$ cat config.mk
export PLATFORM = sky130hd
export DESIGN_NAME = sram_fifo_ctrl_flat
export DESIGN_NICKNAME = d
export VERILOG_FILES = /design/src/rtl/sram_fifo_ctrl_if.sv /design/src/rtl/sram_fifo_ctrl.sv /design/src/flat_wrapper.sv
export SDC_FILE = /design/constraint.sdc
export NUM_CORES = 1
export LEC_CHECK = 0
export CAP_MARGIN = 20
export CORE_MARGIN = 3
export CORE_UTILIZATION = 46
export DETAILED_ROUTE_END_ITERATION = 6
export GPL_TIMING_DRIVEN = 1
export MAX_ROUTING_LAYER = met4
export PLACE_DENSITY = 0.81
export SLEW_MARGIN = 25
export SYNTH_ARGS = -nofsm -noshare
export SYNTH_HDL_FRONTEND = slang
export SYNTH_SLANG_ARGS = --single-unit
$ cat constraint.sdc
create_clock -name clock -period 4.3 [get_ports clock]
set_input_delay 0.86 -clock clock [delete_from_list [all_inputs] [get_ports clock]]
set_output_delay 0.86 -clock clock [all_outputs]
set_load 0.02 [all_outputs]
$ cat src/rtl/sram_fifo_ctrl_if.sv
// Handshake and SRAM bus bundle for sram_fifo_ctrl.
// The slave side is the FIFO controller; the master side is the producer, consumer and SRAM macro.
interface sram_fifo_ctrl_if #(
    parameter int DATA_WIDTH = 8,
    parameter int ADDR_WIDTH = 8
);
    logic                  flush;
    logic                  wr_valid;
    logic [DATA_WIDTH-1:0] wr_data;
    logic                  wr_ready;
    logic                  rd_valid;
    logic [DATA_WIDTH-1:0] rd_data;
    logic                  rd_ready;
    logic [ADDR_WIDTH:0]   count;
    logic                  almost_full;
    logic                  overflow;
    logic                  underflow;
    logic                  sram_wEn;
    logic [ADDR_WIDTH-1:0] sram_wAddr;
    logic [DATA_WIDTH-1:0] sram_dIn;
    logic [ADDR_WIDTH-1:0] sram_rAddr;
    logic [DATA_WIDTH-1:0] sram_dOut;

    modport slave (
        input  flush, wr_valid, wr_data, rd_ready, sram_dOut,
        output wr_ready, rd_valid, rd_data, count, almost_full, overflow, underflow,
               sram_wEn, sram_wAddr, sram_dIn, sram_rAddr
    );

    modport master (
        output flush, wr_valid, wr_data, rd_ready, sram_dOut,
        input  wr_ready, rd_valid, rd_data, count, almost_full, overflow, underflow,
               sram_wEn, sram_wAddr, sram_dIn, sram_rAddr
    );
endinterface

$ cat src/rtl/sram_fifo_ctrl.sv
// Show-ahead FIFO controller around an external two-port SRAM with asynchronous read.
// Holds the wrap-bit pointers, occupancy and sticky error flags; the SRAM stores the data.
module sram_fifo_ctrl #(
    parameter int DATA_WIDTH = 8,
    parameter int ADDR_WIDTH = 8,
    parameter int AFULL_LVL  = (1 << ADDR_WIDTH) - 1
) (
    input  logic              clock,
    input  logic              reset,
    sram_fifo_ctrl_if.slave   bus
);
    localparam int PTR_W = ADDR_WIDTH + 1;
    localparam logic [PTR_W-1:0] PTR_ONE   = PTR_W'(1);
    localparam logic [PTR_W-1:0] AFULL_THR = PTR_W'(AFULL_LVL);

    logic [PTR_W-1:0]      wr_ptr;
    logic [PTR_W-1:0]      rd_ptr;
    logic [PTR_W-1:0]      count_q;
    logic [PTR_W-1:0]      count_next;
    logic                  overflow_q;
    logic                  underflow_q;
    logic                  empty;
    logic                  full;
    logic                  wr_fire;
    logic                  rd_fire;
    logic [DATA_WIDTH-1:0] wr_data;
    logic [DATA_WIDTH-1:0] rd_data;

    // The wrap bit tells full (same address, opposite lap) from empty (same address, same lap).
    assign empty = (wr_ptr == rd_ptr);
    assign full  = (wr_ptr[ADDR_WIDTH] != rd_ptr[ADDR_WIDTH]) &&
                   (wr_ptr[ADDR_WIDTH-1:0] == rd_ptr[ADDR_WIDTH-1:0]);

    assign wr_fire = bus.wr_valid & ~full;
    assign rd_fire = bus.rd_ready & ~empty;

    assign wr_data = bus.wr_data;
    assign rd_data = bus.sram_dOut;

    assign bus.sram_wEn    = wr_fire;
    assign bus.sram_wAddr  = wr_ptr[ADDR_WIDTH-1:0];
    assign bus.sram_dIn    = wr_data;
    assign bus.sram_rAddr  = rd_ptr[ADDR_WIDTH-1:0];
    assign bus.rd_data     = rd_data;
    assign bus.wr_ready    = ~full;
    assign bus.rd_valid    = ~empty;
    assign bus.count       = count_q;
    assign bus.almost_full = (count_q >= AFULL_THR);
    assign bus.overflow    = overflow_q;
    assign bus.underflow   = underflow_q;

    always_comb begin
        // NOTE: every always_comb output gets a default first so no path leaves it unassigned (no latch).
        count_next = count_q;
        unique case ({wr_fire, rd_fire})
            2'b10:   count_next = count_q + PTR_ONE;
            2'b01:   count_next = count_q - PTR_ONE;
            default: count_next = count_q;
        endcase
    end

    // NOTE: sequential state uses non-blocking assignments so all registers update together at the edge.
    always_ff @(posedge clock) begin
        if (!reset) begin
            wr_ptr      <= '0;
            rd_ptr      <= '0;
            count_q     <= '0;
            overflow_q  <= 1'b0;
            underflow_q <= 1'b0;
        end else begin
            if (bus.wr_valid && full) begin
                overflow_q <= 1'b1;
            end
            if (bus.rd_ready && empty) begin
                underflow_q <= 1'b1;
            end
            // Flush discards any transfer that fires in the same cycle.
            if (bus.flush) begin
                wr_ptr  <= '0;
                rd_ptr  <= '0;
                count_q <= '0;
            end else begin
                if (wr_fire) begin
                    wr_ptr <= wr_ptr + PTR_ONE;
                end
                if (rd_fire) begin
                    rd_ptr <= rd_ptr + PTR_ONE;
                end
                count_q <= count_next;
            end
        end
    end
endmodule
$ cat src/flat_wrapper.sv
// flat-port wrapper written by rule: the top's interface ports become plain ports
module sram_fifo_ctrl_flat 
#(
    parameter int DATA_WIDTH = 8,
    parameter int ADDR_WIDTH = 8,
    parameter int AFULL_LVL  = (1 << ADDR_WIDTH) - 1
)
  (clock, reset, bus_flush, bus_wr_valid, bus_wr_data, bus_rd_ready, bus_sram_dOut, bus_wr_ready, bus_rd_valid, bus_rd_data, bus_count, bus_almost_full, bus_overflow, bus_underflow, bus_sram_wEn, bus_sram_wAddr, bus_sram_dIn, bus_sram_rAddr);
  sram_fifo_ctrl_if #(.DATA_WIDTH(DATA_WIDTH), .ADDR_WIDTH(ADDR_WIDTH)) bus_i ();
  input  logic clock;
  input  logic reset;
  input wire logic [$bits(bus_i.flush)-1:0] bus_flush;
  input wire logic [$bits(bus_i.wr_valid)-1:0] bus_wr_valid;
  input wire logic [$bits(bus_i.wr_data)-1:0] bus_wr_data;
  input wire logic [$bits(bus_i.rd_ready)-1:0] bus_rd_ready;
  input wire logic [$bits(bus_i.sram_dOut)-1:0] bus_sram_dOut;
  output wire logic [$bits(bus_i.wr_ready)-1:0] bus_wr_ready;
  output wire logic [$bits(bus_i.rd_valid)-1:0] bus_rd_valid;
  output wire logic [$bits(bus_i.rd_data)-1:0] bus_rd_data;
  output wire logic [$bits(bus_i.count)-1:0] bus_count;
  output wire logic [$bits(bus_i.almost_full)-1:0] bus_almost_full;
  output wire logic [$bits(bus_i.overflow)-1:0] bus_overflow;
  output wire logic [$bits(bus_i.underflow)-1:0] bus_underflow;
  output wire logic [$bits(bus_i.sram_wEn)-1:0] bus_sram_wEn;
  output wire logic [$bits(bus_i.sram_wAddr)-1:0] bus_sram_wAddr;
  output wire logic [$bits(bus_i.sram_dIn)-1:0] bus_sram_dIn;
  output wire logic [$bits(bus_i.sram_rAddr)-1:0] bus_sram_rAddr;
  assign bus_i.flush = bus_flush;
  assign bus_i.wr_valid = bus_wr_valid;
  assign bus_i.wr_data = bus_wr_data;
  assign bus_i.rd_ready = bus_rd_ready;
  assign bus_i.sram_dOut = bus_sram_dOut;
  assign bus_wr_ready = bus_i.wr_ready;
  assign bus_rd_valid = bus_i.rd_valid;
  assign bus_rd_data = bus_i.rd_data;
  assign bus_count = bus_i.count;
  assign bus_almost_full = bus_i.almost_full;
  assign bus_overflow = bus_i.overflow;
  assign bus_underflow = bus_i.underflow;
  assign bus_sram_wEn = bus_i.sram_wEn;
  assign bus_sram_wAddr = bus_i.sram_wAddr;
  assign bus_sram_dIn = bus_i.sram_dIn;
  assign bus_sram_rAddr = bus_i.sram_rAddr;
  sram_fifo_ctrl #(.DATA_WIDTH(DATA_WIDTH), .ADDR_WIDTH(ADDR_WIDTH), .AFULL_LVL(AFULL_LVL)) u_core (.clock(clock), .reset(reset), .bus(bus_i));
endmodule
==> reports/qor.txt <==
Drt pass-1 iters: 4
Fraction of layout cells with a size suffix above 1: 6.22%
DRC viols: 0
Critical Path RT: 4.52 ns
Min Hold Slack: 0.506 ns
Slew Viols, Final: 0
Port buffer count: 35
Antenna diodes: 0
Area after DPL: 2140 um2
Post-route ant nets: 0
First-pass GRT wire length: 7440 um
Core area: 4090 um2
# fillers: 393
Synth cell count leaders: buf_4, dfxtp_1, a21oi_1
Synthesized instance count: 236
Seq. cell area: 581 um2
Hold Crit Depth: 2
Ranking of synthesized cells by area: dfxtp_1, buf_4, ha_1
Clock Skews: 0.00478 ns
FF-to-FF setup slack: 0.80 ns
Final Cell Area: 2260 um2
Placed Cells: 283
Slew @ Worst Pin: 0.951 ns
Max-Cap Viols: 0
Post-Syn Nets: 268
HP Start: u_core.bus.count[8]$_SDFFE_PP0P_
CTS Hold Bufs: 0
Initial Util: 48.8%
GPL Wtd Cong: 0.856
EDFF count, synth: 0
Setup crit end kind: register
DIE AREA: 5160 um2
Num CTS Buffers: 5
#FFs+latches synth: 29
Vias in the first global route: 1629
1st-iter DRT viols: 75
Multi-input gate area: 1120 um2
Drt total wl: 4370 um
Post-CTS resize count: 0
FFs w/ async S/R, synth: 0%
Leak: 0.863 nW
Clk_lat worst skew: 0.29 ns
Area growth syn-to-layout: 13.2%
Peak supply drop: 0.000172 V
Setup-failing EPs final: 0
Syn Std Cell Area: 1990 um2
Crit Path Category: register to register
P per Cell Area: 285 nW/um2
Largest net degree at the start of global routing: 25
Crit-path max FO: 10
Cell taking the most area after synthesis: dfxtp_1
Maximum clock path buffer count: 2
Worst Hold Class: register to register
Top-count cell post-synth: buf_4
Synth Warn #: 0
Root Driver: clkbuf_8
Final Hold Fails: 0
Initial antenna violation count: 0
Top cell type's share of synthesized area: 29.1%
Unrepaired setup endpoints after global routing: no
Critical path data arrival time: 3.72 ns
GRT Overall Usage: 18.8%
Global route overflow: 0
Drt via density: 5.73
Via count: 1667
# IOs: 68
FP Rows: 23
Worst setup SP type: register
Post-CTS setup buffers: 0
Minimum clock period: 3.50 ns
Fmax: 286 MHz
FF-to-FF Start: u_core.wr_ptr[0]$_SDFFE_PP0P_
CTS tree: yes
Die X: 71.8 um
Top_reg_cell synth: dfxtp_1
Final Util: 55.2%
Relative slew slack: 36.5%
Mean Syn Cell Area: 8.45 um2
DR WL/cell: 15.0 um
Reg-to-Reg End: u_core.bus.count[8]$_SDFFE_PP0P_
Status: finished, final reports clean
Unique cell type count in the Yosys netlist: 43
# clock sinks: 29
Period utilization: 81.3%
Register area share after synthesis: 29.1%
Post-route insts no fill: 291
Setup TNS: 0 ns
Nets: 272
Worst r2r path cells: 10
H-Tree Depth: 2
Hold path endpoint: u_core.bus.count[8]$_SDFFE_PP0P_
Die height: 71.8 um
Post-DP HPWL: 3030 um
Worst-path clk slew: 0.07 ns
-- how the worst max path moves through the flow --
stage | startpoint | end | slack, ns | cells past startpoint
after floorplan | u_core.wr_ptr[8]$_SDFFE_PP0P_ | u_core.bus.count[8]$_SDFFE_PP0P_ | 1.17 | 12
after global placement | bus_rd_ready | u_core.bus.count[8]$_SDFFE_PP0P_ | 0.68 | 9
after detailed placement | bus_rd_ready | u_core.bus.count[8]$_SDFFE_PP0P_ | 0.58 | 9
after CTS | u_core.wr_ptr[0]$_SDFFE_PP0P_ | u_core.bus.count[8]$_SDFFE_PP0P_ | 0.78 | 10
after global routing | u_core.wr_ptr[0]$_SDFFE_PP0P_ | u_core.bus.count[8]$_SDFFE_PP0P_ | 0.44 | 12
final | u_core.wr_ptr[0]$_SDFFE_PP0P_ | u_core.bus.count[8]$_SDFFE_PP0P_ | 0.80 | 10
-- logic make-up (layout without fill, tap and decap cells) --
| kind of cell | Yosys count | after routing | share of synthesized area [%] |
|---|---|---|---|
| simple gates | 82 | 82 | 24.0 |
| compound gates | 51 | 51 | 15.8 |
| buf+inv | 43 | 48 | 14.7 |
| flops | 29 | 29 | 29.1 |
| xor+xnor | 15 | 15 | 6.59 |
| fa+ha+maj | 11 | 11 | 7.28 |
| mux | 5 | 5 | 2.51 |
-- report_power, final --
group | total [mW] | switching [mW] | internal (mW)
clock network | 0.303 | 0.115 | 0.188
registers | 0.278 | 0.00543 | 0.272
logic | 0.0629 | 0.0367 | 0.0262
total | 0.644 | 0.157 | 0.487
-- critical path, cell delays in order (launching register included) --
cell and delay [ns]:
dfxtp_1 0.49, xor2_1 0.16, or3_4 0.37, o31ai_4 0.36
ha_1 0.48, ha_1 0.37, a211oi_1 0.39, o21ai_0 0.16
a31oi_1 0.22, mux2i_1 0.23, mux2i_1 0.20
-- sequential cells by signal, summed over array words and instances, names as in the netlist --
name / flops
u_core.bus.count: 9
u_core.bus.overflow: 1
u_core.bus.underflow: 1
u_core.rd_ptr: 9
u_core.wr_ptr: 9
-- layout by cell type, fill, tap and decap left out, types with 2 or more instances in the layout --
cell / n
o21ai_0: 13
o21bai_1: 2
clkdlybuf4s50_1: 35
inv_1: 4
nor3_1: 4
nand3_1: 12
a21oi_1: 18
a21o_1: 2
xor2_1: 7
o211ai_1: 3
o21ai_1: 2
or3_1: 10
and2_1: 2
dfxtp_1: 29
ha_1: 10
a211oi_1: 3
nand2_1: 13
mux2i_1: 5
a31oi_1: 2
nand4_1: 3
nand2b_1: 4
nor3_2: 2
nor2b_1: 4
o31ai_1: 2
or4_1: 8
nor2_1: 10
and4_1: 3
clkbuf_8: 6
xnor2_1: 8
-- per-layer routing --
layer,vias to the layer above,track usage (%),routed length [um]
li1,831,-,-
met1,789,21.1,2010
met2,30,30.8,2070
met3,17,3.65,166
met4,0,11.5,121
met5,-,-,0
-- layout make-up --
class	instances	share of cell area [%]
flip-flops and latches	29	25.7
clock buffers	6	3.66
clock inverters	2	1.66
inverters	4	0.665
multi-input cells	164	49.7
repair buffers	36	15.9
well taps	50	2.77
-- metrics by stage --
step	setup slack, ns	power [mW]
after floorplan	1.17	0.346
after global placement	0.684	0.345
after detailed placement	0.577	0.347
after CTS	0.783	0.649
after global routing	0.436	0.666
final	0.804	0.644
Note: power is estimated with default switching activity, not from simulation.
